<file path="src/rtl/add_pkg.sv">
// Shared constants and types for the adder result stage.
// Flag bit positions are used both for the output bus and for the sticky register.
package add_pkg;

  localparam int WIDTH_DEF = 16;
  localparam int NFLAGS    = 5;

  localparam int FLG_C = 0;
  localparam int FLG_S = 1;
  localparam int FLG_P = 2;
  localparam int FLG_Z = 3;
  localparam int FLG_V = 4;

  // The encoding doubles as the FIFO occupancy count.
  typedef enum logic [1:0] {
    ST_EMPTY = 2'd0,
    ST_ONE   = 2'd1,
    ST_FULL  = 2'd2
  } fifo_state_e;

endpackage

</file>
<file path="src/rtl/result_fifo2.sv">
// Two-entry synchronous FIFO with valid/ready on both sides.
// in_ready depends only on registered occupancy, never on out_ready.
module result_fifo2
  import add_pkg::*;
#(
  parameter int DW = WIDTH_DEF + NFLAGS
) (
  input  logic          clk,
  input  logic          rst_n,
  input  logic          in_valid_i,
  output logic          in_ready_o,
  input  logic [DW-1:0] in_data_i,
  output logic          out_valid_o,
  input  logic          out_ready_i,
  output logic [DW-1:0] out_data_o
);

  fifo_state_e   state_q, state_d;
  logic          wr_ptr_q;
  logic          rd_ptr_q;
  logic [DW-1:0] mem_q [2];
  logic          push;
  logic          pop;

  assign in_ready_o  = (state_q != ST_FULL);
  assign out_valid_o = (state_q != ST_EMPTY);
  assign push        = in_valid_i & in_ready_o;
  assign pop         = out_valid_o & out_ready_i;
  assign out_data_o  = mem_q[rd_ptr_q];

  always_comb begin
    state_d = state_q;
    unique case (state_q)
      ST_EMPTY: if (push) state_d = ST_ONE;
      ST_ONE: begin
        if (push && !pop)      state_d = ST_FULL;
        else if (pop && !push) state_d = ST_EMPTY;
      end
      ST_FULL:  if (pop) state_d = ST_ONE;
      default:  state_d = ST_EMPTY;
    endcase
  end

  always_ff @(posedge clk or negedge rst_n) begin
    if (!rst_n) begin
      state_q  <= ST_EMPTY;
      wr_ptr_q <= 1'b0;
      rd_ptr_q <= 1'b0;
      mem_q[0] <= '0;
      mem_q[1] <= '0;
    end else begin
      state_q <= state_d;
      if (push) begin
        mem_q[wr_ptr_q] <= in_data_i;
        wr_ptr_q        <= ~wr_ptr_q;
      end
      if (pop) begin
        rd_ptr_q <= ~rd_ptr_q;
      end
    end
  end

endmodule

</file>
<file path="src/rtl/add_result_stage.sv">
// Captures adder sum and flags into a 2-deep buffer, and tracks sticky flags
// plus a saturating overflow-event counter for debug observation.
module add_result_stage
  import add_pkg::*;
#(
  parameter int WIDTH = WIDTH_DEF,
  parameter int CNT_W = 8
) (
  input  logic              clk,
  input  logic              rst_n,
  input  logic              in_valid,
  output logic              in_ready,
  input  logic [WIDTH-1:0]  Z,
  input  logic              carry,
  input  logic              sign,
  input  logic              parity,
  input  logic              zero,
  input  logic              overflow,
  output logic              out_valid,
  input  logic              out_ready,
  output logic [WIDTH-1:0]  out_data,
  output logic [NFLAGS-1:0] out_flags,
  input  logic              clr_sticky,
  output logic [NFLAGS-1:0] sticky_flags,
  output logic [CNT_W-1:0]  ovf_count
);

  localparam int DW = WIDTH + NFLAGS;

  logic [NFLAGS-1:0] new_flags;
  logic [DW-1:0]     head;
  logic              push;
  logic [NFLAGS-1:0] sticky_q, sticky_d;
  logic [CNT_W-1:0]  ovf_q, ovf_d, ovf_base;

  always_comb begin
    new_flags        = '0;
    new_flags[FLG_C] = carry;
    new_flags[FLG_S] = sign;
    new_flags[FLG_P] = parity;
    new_flags[FLG_Z] = zero;
    new_flags[FLG_V] = overflow;
  end

  result_fifo2 #(
    .DW (DW)
  ) u_fifo (
    .clk         (clk),
    .rst_n       (rst_n),
    .in_valid_i  (in_valid),
    .in_ready_o  (in_ready),
    .in_data_i   ({Z, new_flags}),
    .out_valid_o (out_valid),
    .out_ready_i (out_ready),
    .out_data_o  (head)
  );

  assign out_data  = head[DW-1:NFLAGS];
  assign out_flags = head[NFLAGS-1:0];
  assign push      = in_valid & in_ready;

  // Clear applies before the new result is merged, so clear+push keeps only the new result.
  always_comb begin
    sticky_d = (clr_sticky ? '0 : sticky_q) | (push ? new_flags : '0);
    ovf_base = clr_sticky ? '0 : ovf_q;
    ovf_d    = ovf_base;
    if (push && overflow && (ovf_base != {CNT_W{1'b1}})) begin
      ovf_d = ovf_base + CNT_W'(1);
    end
  end

  always_ff @(posedge clk or negedge rst_n) begin
    if (!rst_n) begin
      sticky_q <= '0;
      ovf_q    <= '0;
    end else begin
      sticky_q <= sticky_d;
      ovf_q    <= ovf_d;
    end
  end

  assign sticky_flags = sticky_q;
  assign ovf_count    = ovf_q;

endmodule

</file>
<file path="config.mk">
export PLATFORM = sky130hd
export DESIGN_NAME = add_result_stage
export DESIGN_NICKNAME = d
export VERILOG_FILES = /design/src/rtl/add_pkg.sv /design/src/rtl/result_fifo2.sv /design/src/rtl/add_result_stage.sv
export SDC_FILE = /design/constraint.sdc
export NUM_CORES = 1
export LEC_CHECK = 0
export BUFFER_PORTS_ARGS = -buffer_cell sky130_fd_sc_hd__buf_4
export CAP_MARGIN = 20
export CORE_MARGIN = 10
export CORE_UTILIZATION = 48
export DETAILED_ROUTE_END_ITERATION = 8
export PLACE_DENSITY = 0.72
export SLEW_MARGIN = 20
export SYNTH_ARGS = -nofsm -noshare
export SYNTH_HDL_FRONTEND = slang
export SYNTH_SLANG_ARGS = --single-unit
export TNS_END_PERCENT = 10
</file>
<file path="constraint.sdc">
create_clock -name clk -period 1.8 [get_ports clk]
set_clock_uncertainty 0.15 [all_clocks]
set_input_delay 0.18 -clock clk [delete_from_list [all_inputs] [get_ports clk]]
set_output_delay 0.18 -clock clk [all_outputs]
set_load 0.005 [all_outputs]
</file>
# [Word level (Yosys, flattened, before mapping)]
# Index checks and enable logic that the tools add are counted.
# W data, S select, Z words.
[word_totals] register_bits=59 latch_bits=0 ram_bits=0 romBits=0 in_bits=26 word_cells=50 memories=0
[op_classes] add_sub_neg=1 multipliers=0 div_mod_pow=0 order_cmp=3 eq_ne=7 shifts=0 mux=15 bitwise=7 n_reduce_logical=10
[op_table] op="$mux W21" n=4
[op_table] op="$bwmux W42" n=1
[op_table] op="$demux W21 S1" n=1
[op_table] op="$mux W8" n=2
[op_table] op="$mux W5" n=2
[op_table] op="$add A8 B1 Y8 const B" n=1
[op_table] op="$mux W2" n=4
[op_table] op="$ne A8 B8 Y1 const B" n=1
[op_table] op="$pmux W2 S3" n=1
[op_table] op="$logic_and A1 B1 Y1" n=5
[op_table] op="$or A5 B5 Y5" n=1
[op_table] op="$ge A2 B2 Y1 const B" n=2
[op_table] op="$ne A2 B2 Y1 const B" n=2
[op_table] op="$not A1 Y2" n=2
[op_table] op="$ne A3 B1 Y1 const B" n=1
[op_table] op="$reduce_and A3 Y1" n=1
[op_table] op="$and A1 B1 Y1" n=2
[op_table] op="$eq A2 B1 Y1 const B" n=1
[op_table] op="$eq A2 B2 Y1 const B" n=1
[op_table] op="$logic_not A1 Y1" n=2
[op_table] op="$logic_not A2 Y1" n=1
[op_table] op="$lt A2 B1 Y1 const B" n=1
[op_table] op="$ne A2 B1 Y1 const B" n=1
[op_table] op="$not A1 Y1" n=2
[op_table] op="$reduce_bool A2 Y1" n=1

# [Logic depth before layout (Yosys ltp)]
# Gate-level depths: netlist (run 1).
[depth] word_depth=7 mapped_depth=6

# [By module]
# From an unflattened synthesis (run 1), not the netlist that was laid out.
[unflattened] hier_cells=192 hier_area_um2=2748.9
[by_module_without_submodules] mod="result_fifo2" n_inst=1 cells_each=129 area_each_um2=2122.0 seq_area_each_um2=1151.1
[by_module_without_submodules] mod="add_result_stage" n_inst=1 cells_each=63 area_each_um2=626.9 seq_area_each_um2=325.3

# [Worst setup path after synthesis (run 1)]
# No wires, ideal clock.
[synth_path] path_kind="register -> register" from="register ovf_q[0] (netlist: ovf_count[0])" to="register ovf_q[1] (netlist: ovf_count[1])" arrival_time_ns=1.639 path_slack_ns=-0.114 stages_incl_launch_ff=7 cell_sequence="dfrtp_1 nor2b_1 ha_1 and4b_1 nand4_1 and2_1 mux2_4"
[synth_via] elab_chain_len=4
[synth_rtl] item="start, declared" line="add_result_stage.sv:34" text="logic [CNT_W-1:0] ovf_q, ovf_d, ovf_base;"
[synth_rtl] item="start signal, assigned" line="add_result_stage.sv:78" text="ovf_q <= ovf_d;"
[synth_rtl] item="$mux W8 (*)" line="add_result_stage.sv:65" text="ovf_base = clr_sticky ? '0 : ovf_q;"
[synth_rtl] item="branches (longest 2 deep; another with $add A8 B1 Y8)"
[synth_rtl] item="$mux W8 (*)" line="add_result_stage.sv:67" text="if (push && overflow && (ovf_base != {CNT_W{1'b1}})) begin"
[synth_rtl] item="named net ovf_d[1]" line="add_result_stage.sv:34"
# Mark *: on every way through the listed nets, which the timed path passes.
# A chain may end at the register's enable or synchronous reset.

# [Worst setup path in the final report (run 1)]
[layout_path] from="register u_fifo.rd_ptr_q" to="output out_data[9]"
[layout_via] elab_chain_len=4
[layout_rtl] item="start, declared" line="result_fifo2.sv:20" text="logic rd_ptr_q;"
[layout_rtl] item="start signal, assigned" line="result_fifo2.sv:58" text="rd_ptr_q <= ~rd_ptr_q;"
[layout_rtl] item="$not A1 Y2 (implied by the code)" line="result_fifo2.sv:29" text="assign out_data_o = mem_q[rd_ptr_q];"
[layout_rtl] item="$mux W21 (implied by the code) (3 in a row)" line="result_fifo2.sv:29"
[layout_rtl] item="end, declared" line="add_result_stage.sv:21" text="output logic [WIDTH-1:0] out_data,"
# Every way passes these cells. The select of a mux whose other input is x is not followed.

==> flow_summary.json, run 1 <==
{
  "die_area_um2": 9090,
  "dr.pass1.iters": 4,
  "cp-start-kind": "flop",
  "max_clock_freq_mhz": 558,
  "antennaDiodeCount": 0,
  "holdCritPathClass": "in2reg",
  "cts_tree": "built",
  "clk_path_buf_depth": 2,
  "viasPerCell": 5.02,
  "track_usage_pct": 14.8,
  "final_nets": 317,
  "setup.worst_path.end_class": "output port",
  "clk_transition_reported_paths_ns": 0.07,
  "synth-warning-count": 0,
  "path_class": "reg2out",
  "synth_nets": 211,
  "worst_max_slew_pin_slew_ns": 0.278,
  "wire_per_inst_um": 17.8,
  "post_route_cells_drive_above_1_share_pct": 58.3,
  "areaGrowthSynthToFinish_pct": 49.4,
  "portBuffers": 61,
  "drt-initial-drc-count": 39,
  "numCtsBuffers": 9,
  "status": "completed",
  "synth_simple_gate_area_share_pct": 7.48,
  "yosys.cell_types.count": 33,
  "initial_core_util_pct": 49.5,
  "min_from": "in_valid",
  "grt_pass1_vias": 2038,
  "synth-adder-area-share_pct": 0.459,
  "clock_sinks": 59,
  "total_leakage_power_nw": 1.97,
  "finalHoldViolations": 0,
  "placement.cell_area_um2": 3360,
  "worst_max_slew_margin_expressed_relative_to_the_limit_pct": 81.4,
  "reg2regPathDepth": 6,
  "synth_mux_area_share_pct": 30.4,
  "setup.reg_to_reg.worst_slack_ns": 0.05,
  "setup_repair_after_global_routing_missed_its_margin": "true",
  "ant_nets": 0,
  "ctsHtreeMaxLevel": 3,
  "gp_congestion": 0.850,
  "async_reset_ff_share_pct": 100,
  "detailed_place_hpwl_mm": 4.23,
  "synth.yosys.seq_area_share_pct": 54.2,
  "dp.cells": 322,
  "max-cap-violations": 0,
  "synthesis.area_um2": 2730,
  "final_min_period_ns": 1.79,
  "setup_viol": 0,
  "die_height_um": 95.3,
  "synth-edff-count": 0,
  "io_pins": 62,
  "synth-xor-area-share_pct": 2.25,
  "arrival_time_reported_for_the_critical_path_endpoint_ns": 1.46,
  "ys_dominant_reg_cell": "sky130_fd_sc_hd__dfrtp_1",
  "crit_path_max_fanout": 5,
  "worst_ir_drop_vdd_uv": 867,
  "cts.root.buffer_cell": "sky130_fd_sc_hd__clkbuf_8",
  "syn_avg_cell_area_um2": 14.8,
  "p_per_area_nw_per_um2": 1640,
  "layout.cell_area.non_filler_um2": 4070,
  "r2r-end": "ovf_count[1]",
  "synth_cells": 184,
  "antenna_found_initial": 0,
  "core_area_um2": 5510,
  "globalRoute.totalOverflow": 0,
  "synth_seq_cells": 59,
  "count_of_vias_placed_by_the_detailed_router": 1844,
  "grt_pass1_wl_mm": 10.4,
  "pin_count_of_the_biggest_net_entering_global_routing": 42,
  "clock_insertion_delay_at_the_later_pin_of_the_skew_report_ns": 0.34,
  "std_cell_rows": 27,
  "worstReg2RegStart": "ovf_count[0]",
  "timing_max_transition_violations_final": 0,
  "chipWidth_um": 95.3,
  "totalWireLength_mm": 6.53,
  "hold_ws_ns": 0.0510,
  "final-instance-count-excl-fill": 367,
  "finalCritPeriodShare_pct": 99.6,
  "hold_depth": 3,
  "synth_top_family_by_area": "multiplexers",
  "timing.critical_path.required_ns": 1.47,
  "hold_end": "u_fifo.state_q[0]",
  "synth-compound-area-share_pct": 2.53,
  "remaining_drc_errors": 0
}
## area by class of cell
type / instances / area [µm²]
Multi-Input combinational cell: 116 / 1280
Sequential cell: 59 / 1480
Inverter: 1 / 3.75
Tap cell: 72 / 90.1
Fill cell: 360 / 1440
Clock buffer: 9 / 124
Clock inverter: 7 / 103
Timing Repair Buffer: 103 / 988
## worst max-delay path, cell delays in order, from the launching register on
cell	delay (ns)
sky130_fd_sc_hd__dfrtp_2	0.50
sky130_fd_sc_hd__clkbuf_16	0.21
sky130_fd_sc_hd__mux2_4	0.31
sky130_fd_sc_hd__buf_6	0.12
## flip-flops by register name, indices dropped and copies added (netlist names)
| name | count |
|---|---|
| u_fifo.wr_ptr_q | 1 |
| u_fifo.state_q | 2 |
| u_fifo.rd_ptr_q | 1 |
| u_fifo.mem_q | 42 |
| sticky_flags | 5 |
| ovf_count | 8 |
## what timing repair did
item,CTS,global route
hold endpoints to repair,107,0
pin swaps,0,0
setup endpoints to repair,3,23
resized for setup,4,43
buffers inserted,1,1
hold buffers,24,0
gates cloned,1,2
## cells in the mapped netlist, types with 2 or more instances
cell	n	area share, %
sky130_fd_sc_hd__dfrtp_1	59	54
sky130_fd_sc_hd__mux2_2	43	18
sky130_fd_sc_hd__mux2_4	21	12
sky130_fd_sc_hd__nand2_1	5	0.69
sky130_fd_sc_hd__nor2b_1	5	1.1
sky130_fd_sc_hd__a22o_2	4	1.5
sky130_fd_sc_hd__nand4_1	4	0.92
sky130_fd_sc_hd__xnor2_1	4	1.3
sky130_fd_sc_hd__a21oi_1	3	0.55
sky130_fd_sc_hd__mux2i_1	3	1.1
sky130_fd_sc_hd__nand3_1	3	0.55
sky130_fd_sc_hd__xor2_1	3	0.96
sky130_fd_sc_hd__and2_1	2	0.46
sky130_fd_sc_hd__and3_1	2	0.46
sky130_fd_sc_hd__buf_1	2	0.28
sky130_fd_sc_hd__buf_4	2	0.55
sky130_fd_sc_hd__buf_8	2	1.1
sky130_fd_sc_hd__nor2_1	2	0.28
## cell usage in the layout (no fill, tap or decap), types with 2 or more instances in the layout
cell	instances
sky130_fd_sc_hd__buf_12	3
sky130_fd_sc_hd__mux2_4	42
sky130_fd_sc_hd__mux2i_1	3
sky130_fd_sc_hd__mux2_2	22
sky130_fd_sc_hd__buf_6	22
sky130_fd_sc_hd__clkbuf_16	2
sky130_fd_sc_hd__a21oi_1	3
sky130_fd_sc_hd__nand2_1	5
sky130_fd_sc_hd__xor2_1	3
sky130_fd_sc_hd__and3_1	2
sky130_fd_sc_hd__nor2b_1	3
sky130_fd_sc_hd__clkinv_4	4
sky130_fd_sc_hd__nor2b_4	3
sky130_fd_sc_hd__a22o_2	4
sky130_fd_sc_hd__nand3_1	3
sky130_fd_sc_hd__nor2_1	2
sky130_fd_sc_hd__bufinv_16	2
sky130_fd_sc_hd__dfrtp_1	58
sky130_fd_sc_hd__clkbuf_8	9
sky130_fd_sc_hd__buf_4	52
sky130_fd_sc_hd__dlygate4sd3_1	24
sky130_fd_sc_hd__xnor2_1	4
sky130_fd_sc_hd__nand4_1	4
## how the worst max path moves through the flow
| stage | startpoint | end | slack (ns) | depth (start not counted) |
|---|---|---|---|---|
| 2_1_floorplan | ovf_count[0] | ovf_count[1] | -0.006 | 6 |
| 3_3_place_gp | ovf_count[1] | ovf_count[1] | 0.09 | 6 |
| 3_5_place_dp | ovf_count[1] | ovf_count[1] | 0.06 | 6 |
| 4_1_cts | u_fifo.rd_ptr_q | out_flags[0] | -0.005 | 3 |
| 5_1_grt | u_fifo.rd_ptr_q | out_data[15] | -0.05 | 3 |
| 6_report | u_fifo.rd_ptr_q | out_data[9] | 0.007 | 3 |
## per-stage QoR
step	util, %	power, W	setup TNS, ns	setup slack [ns]
finish	73.9	0.00669	0	0.00712
global route	73.9	0.00705	-0.737	-0.0540
CTS	70.2	0.00615	-0.0100	-0.00536
detailed placement	61.0	0.00459	0	0.0637
global placement	61.0	0.00450	0	0.0948
floorplan	-	0.00353	-0.00646	-0.00646
## logic make-up (layout without fill, tap and decap cells)
logic type / after synthesis / in the layout
AO/OA/AOI/OAI: 9 / 9
multiplexers: 67 / 67
XOR/XNOR: 7 / 7
adder cells (fa/ha/maj): 1 / 1
buffers and inverters: 9 / 120
AND/OR/NAND/NOR: 32 / 32
flip-flops: 59 / 59
## layer usage
layer  vias up  track usage, %  routed length (µm)
li1        868               -                   -
met1       912            17.6                2870
met2        57            23.2                3160
met3         7            5.26                 438
met4         0            7.48                  66
met5         -               0                   0
## power breakdown
part / internal [W] / leakage, nW / switching (W)
logic: 0.00218 / 1.14 / 0.000954
registers: 0.00186 / 0.712 / 0.000349
clock network: 0.000787 / 0.110 / 0.000559
total: 0.00483 / 1.97 / 0.00186
Note: power is estimated with default switching activity, not from simulation.
==> run 2, diff against run 1 <==
- HOLD_SLACK_MARGIN: not set -> 0.12
==> flow_summary.json, run 2 (synthesized netlist as in run 1, its figures left out) <==
{
  "gp_congestion": 0.850,
  "ant_nets": 0,
  "setup.worst_path.end_class": "flop",
  "max_clock_freq_mhz": 562,
  "r2r-end": "ovf_count[1]",
  "final_nets": 320,
  "worst_max_slew_margin_expressed_relative_to_the_limit_pct": 81.1,
  "finalHoldViolations": 0,
  "total_leakage_power_nw": 1.96,
  "chipWidth_um": 95.3,
  "cts.root.buffer_cell": "sky130_fd_sc_hd__clkbuf_8",
  "core_area_um2": 5510,
  "status": "completed",
  "path_class": "reg2reg",
  "areaGrowthSynthToFinish_pct": 47.9,
  "largest_reg_flops": 42,
  "pin_count_of_the_biggest_net_entering_global_routing": 42,
  "die_height_um": 95.3,
  "crit_start": "ovf_count[1]",
  "count_of_vias_placed_by_the_detailed_router": 1867,
  "cts_tree": "built",
  "setup.reg_to_reg.worst_slack_ns": 0.02,
  "worst_ir_drop_vdd_uv": 768,
  "clk_transition_reported_paths_ns": 0.08,
  "setup_repair_after_global_routing_missed_its_margin": "true",
  "arrival_time_reported_for_the_critical_path_endpoint_ns": 1.86,
  "io_pins": 62,
  "cp-start-kind": "flop",
  "clock_insertion_delay_at_the_later_pin_of_the_skew_report_ns": 0.34,
  "drt-initial-drc-count": 58,
  "grt_pass1_wl_mm": 10.6,
  "portBuffers": 61,
  "finalPower_w": 0.00644,
  "timing_max_transition_violations_final": 0,
  "layout.cells.most_common_list": "sky130_fd_sc_hd__buf_4, sky130_fd_sc_hd__dfrtp_1, sky130_fd_sc_hd__mux2_4",
  "max-cap-violations": 0,
  "wire_per_inst_um": 17.7,
  "initial_core_util_pct": 49.5,
  "crit_path_max_fanout": 3,
  "finalCritPeriodShare_pct": 98.8,
  "track_usage_pct": 15.0,
  "die_area_um2": 9090,
  "clock_sinks": 59,
  "antennaDiodeCount": 0,
  "ctsHtreeMaxLevel": 3,
  "numCtsBuffers": 9,
  "std_cell_rows": 27,
  "grt_pass1_vias": 2084,
  "holdCritPathClass": "in2async",
  "antenna_found_initial": 0,
  "timing.critical_path.required_ns": 1.88,
  "clk_path_buf_depth": 2,
  "dr.pass1.iters": 4,
  "worstReg2RegStart": "ovf_count[1]",
  "endpoint": "ovf_count[1]",
  "layout.core_utilization_pct": 73.2,
  "setup_viol": 0,
  "final_min_period_ns": 1.78,
  "post_route_cells_drive_above_1_share_pct": 57.0,
  "p_per_area_nw_per_um2": 1600,
  "layout_commonest_cell": "sky130_fd_sc_hd__buf_4",
  "remaining_drc_errors": 0,
  "totalWireLength_mm": 6.53,
  "registers.top_by_ff_count": "u_fifo.mem_q",
  "globalRoute.totalOverflow": 0,
  "viasPerCell": 5.05,
  "worst_max_slew_pin_slew_ns": 0.284,
  "reg2regPathDepth": 6,
  "detailed_place_hpwl_mm": 4.23
}
-- run 2: changes by cell type in the layout (fill, tap and decap cells not counted), sizes merged --
| cell | change |
|---|---|
| buf | -2 |
| dlygate4sd3 | +6 |
| clkbuf | -1 |
-- run 2: layout make-up --
class                   count  area [µm²]
well taps                  72        90.1
flip-flops and latches     59        1480
fillers                   370        1480
repair buffers            106         952
clock inverters             7         103
multi-input cells         116        1280
inverters                   1        3.75
clock buffers               9         124
-- run 2: how the worst min path moves through the flow --
stage	to	slack, ns
floorplan	ovf_count[0]	-0.27
global placement	u_fifo.mem_q[36]	-0.08
detailed placement	u_fifo.mem_q[15]	-0.08
CTS	ovf_count[1]	0.14
global route	u_fifo.mem_q[35]	0.13
finish	u_fifo.mem_q[15]	0.1
-- run 2: per-layer routing --
| metal | wire [µm] | vias up | track usage, % |
|---|---|---|---|
| li1 | - | 880 | - |
| met2 | 3120 | 52 | 23.6 |
| met5 | 0 | - | 0 |
| met1 | 2810 | 921 | 17.8 |
| met4 | 135 | 0 | 7.48 |
| met3 | 465 | 14 | 5.34 |
-- run 2: what timing repair did --
action	in CTS	in global routing
gates cloned	1	0
hold buffers	31	0
endpoints found under the setup margin	3	41
setup buffers	1	0
pin swaps	0	4
endpoints found under the hold margin	113	0
gates resized for setup	4	29
-- run 2: power breakdown --
part | internal (W) | switching, W
Clock | 0.000787 | 0.000559
Sequential | 0.00186 | 0.000341
Combinational | 0.00197 | 0.000912
Total | 0.00462 | 0.00181
-- run 2: critical path, cell delays in order, from the launching register on --
cell and delay, ns:
sky130_fd_sc_hd__dfrtp_1 0.35, sky130_fd_sc_hd__nor2b_4 0.17, sky130_fd_sc_hd__ha_2 0.19, sky130_fd_sc_hd__and4b_1 0.23, sky130_fd_sc_hd__nand4_1 0.12, sky130_fd_sc_hd__and2_4 0.17
sky130_fd_sc_hd__mux2_4 0.29
-- run 2: stage by stage --
step	area (µm²)	setup slack (ns)	hold slack [ns]	std cells	TNS, ns
2_1_floorplan	2740	-0.00646	-0.266	184	-0.00646
6_report	4030	0.0212	0.0971	370	0
5_1_grt	4030	-0.0895	0.129	370	-0.214
3_3_place_gp	3360	0.0948	-0.0760	322	0
4_1_cts	3940	-0.00536	0.140	371	-0.0100
3_5_place_dp	3360	0.0637	-0.0766	322	0
==> run 3, diff against run 2 <==
==> constraint.sdc (replaced) <==
create_clock -name clk -period 1.8 [get_ports clk]
set_clock_uncertainty 0.15 [all_clocks]
set_input_delay 0.27 -clock clk [delete_from_list [all_inputs] [get_ports clk]]
set_output_delay 0.27 -clock clk [all_outputs]
set_load 0.005 [all_outputs]
==> flow_summary.json, run 3 (synthesized netlist as in run 1, its figures left out) <==
{
  "p_per_area_nw_per_um2": 1580,
  "areaGrowthSynthToFinish_pct": 44.4,
  "largest_reg_flops": 42,
  "die_area_um2": 9090,
  "finalCritPeriodShare_pct": 103,
  "final_critical_path_setup_slack_ns": -0.0460,
  "ant_nets": 0,
  "viasPerCell": 5.04,
  "met2_wirelength_mm": 2.87,
  "pin_count_of_the_biggest_net_entering_global_routing": 60,
  "holdCritPathClass": "in2reg",
  "dp.cells": 324,
  "arrival_time_reported_for_the_critical_path_endpoint_ns": 1.43,
  "grt_pass1_wl_mm": 10.1,
  "clock_insertion_delay_at_the_later_pin_of_the_skew_report_ns": 0.33,
  "layout.cells.most_common_list": "sky130_fd_sc_hd__buf_4, sky130_fd_sc_hd__dfrtp_1, sky130_fd_sc_hd__mux2_4",
  "min_from": "in_valid",
  "path_class": "reg2out",
  "drt-initial-drc-count": 81,
  "antennaDiodeCount": 0,
  "final_nets": 316,
  "setup_viol": 19,
  "total_leakage_power_nw": 1.90,
  "post_route_cells_drive_above_1_share_pct": 57.8,
  "final-instance-count-excl-fill": 366,
  "setup.reg_to_reg.worst_slack_ns": 0.04,
  "worst_max_slew_margin_expressed_relative_to_the_limit_pct": 51.5,
  "timing.critical_path.required_ns": 1.38,
  "timing_max_transition_violations_final": 0,
  "fillers": 371,
  "cts_tree": "built",
  "worstReg2RegStart": "ovf_count[1]",
  "wire_per_inst_um": 17.1,
  "layout.core_utilization_pct": 71.5,
  "clk_path_buf_depth": 2,
  "final_min_period_ns": 1.85,
  "globalRoute.totalOverflow": 0,
  "place_worst_setup_slack_ns": -0.00756,
  "track_usage_pct": 14.4,
  "worst_ir_drop_vdd_uv": 738,
  "max_clock_freq_mhz": 542,
  "crit_path_max_fanout": 10,
  "detailed_place_hpwl_mm": 4.15,
  "dr.pass1.iters": 4,
  "chipWidth_um": 95.3,
  "initial_core_util_pct": 49.5,
  "ctsHtreeMaxLevel": 3,
  "met3RoutedLength_um": 433,
  "cts.root.buffer_cell": "sky130_fd_sc_hd__clkbuf_8",
  "crit_start": "u_fifo.rd_ptr_q",
  "antenna_found_initial": 0,
  "totalWireLength_mm": 6.25,
  "grt_pass1_vias": 2019,
  "top_layer": "met4",
  "regArea_um2": 1480,
  "multi_input_comb_area_um2": 1250,
  "worst_max_slew_pin_slew_ns": 0.727,
  "die_height_um": 95.3,
  "finalHoldViolations": 0,
  "setup.worst_path.end_class": "output port",
  "status": "complete, but fails checks",
  "cp-start-kind": "flop",
  "layout_commonest_cell": "sky130_fd_sc_hd__buf_4",
  "placement.cell_area_um2": 3360,
  "clock_sinks": 59,
  "layout.cell_area.non_filler_um2": 3940,
  "remaining_drc_errors": 0,
  "max-cap-violations": 0,
  "portBuffers": 61,
  "count_of_vias_placed_by_the_detailed_router": 1846,
  "numCtsBuffers": 9,
  "clk_transition_reported_paths_ns": 0.06,
  "violations": "setup timing",
  "registers.top_by_ff_count": "u_fifo.mem_q",
  "gp_congestion": 0.807,
  "setup_repair_after_global_routing_missed_its_margin": "true",
  "core_area_um2": 5510,
  "io_pins": 62,
  "std_cell_rows": 27,
  "detail_route.wirelength.met1_mm": 2.84
}
## run 3: cell count changes in the layout (fill, tap and decap cells not counted), sizes merged
cell,change
clkinv,-1
clkbuf,+2
buf,+2
dlygate4sd3,-6
bufinv,-1
## run 3: path summary, 6_finish.rpt
kind,end,cells after the start
setup reg to reg,ovf_count[1],6
hold reg to reg,u_fifo.mem_q[6],1
min in group asynchronous,u_fifo.mem_q[33],2
setup / recovery,out_data[11],3
max in group asynchronous,u_fifo.rd_ptr_q,2
hold / removal,u_fifo.state_q[0],3
## run 3: through the flow
step / power [W] / TNS (ns) / hold WS [ns]
after floorplan: 0.00353 / -0.00646 / -0.176
after global placement: 0.00450 / 0 / 0.233
after detailed placement: 0.00456 / -0.00756 / 0.233
after CTS: 0.00586 / -1.34 / 0.130
after global routing: 0.00656 / -1.09 / 0.152
final: 0.00621 / -0.422 / 0.129
## run 3: final cells by class
cell class	instances	area share, %
Sequential cell	59	37.6
Multi-Input combinational cell	116	31.7
Timing Repair Buffer	102	23.4
Clock buffer	11	3.59
Tap cell	72	2.29
Clock inverter	5	1.34
Inverter	1	0.0954
## run 3: per-layer routing
metal  vias up  GRT usage (%)
met5         -              0
met4         0           6.36
met3        10           5.03
met2        50           22.3
met1       919           17.6
li1        867              -
## run 3: what timing repair did
action | CTS | global route
hold endpoints to repair | 107 | 0
gates resized for setup | 3 | 27
gates cloned | 0 | 1
pin swaps | 0 | 1
endpoints found under the setup margin | 21 | 24
setup buffers | 0 | 1
hold buffers | 24 | 0
## run 3: report_power, final
| group | switching, W | total, W | leakage, nW | internal [W] |
|---|---|---|---|---|
| clock network | 0.000513 | 0.00118 | 0.0991 | 0.000669 |
| logic | 0.000894 | 0.00285 | 1.09 | 0.00196 |
| registers | 0.000314 | 0.00218 | 0.712 | 0.00186 |
## run 3: critical path, cell delays in order (launching register included)
cell and delay, ns:
sky130_fd_sc_hd__dfrtp_2 0.43, sky130_fd_sc_hd__clkbuf_16 0.19, sky130_fd_sc_hd__mux2_2 0.33, sky130_fd_sc_hd__buf_4 0.14
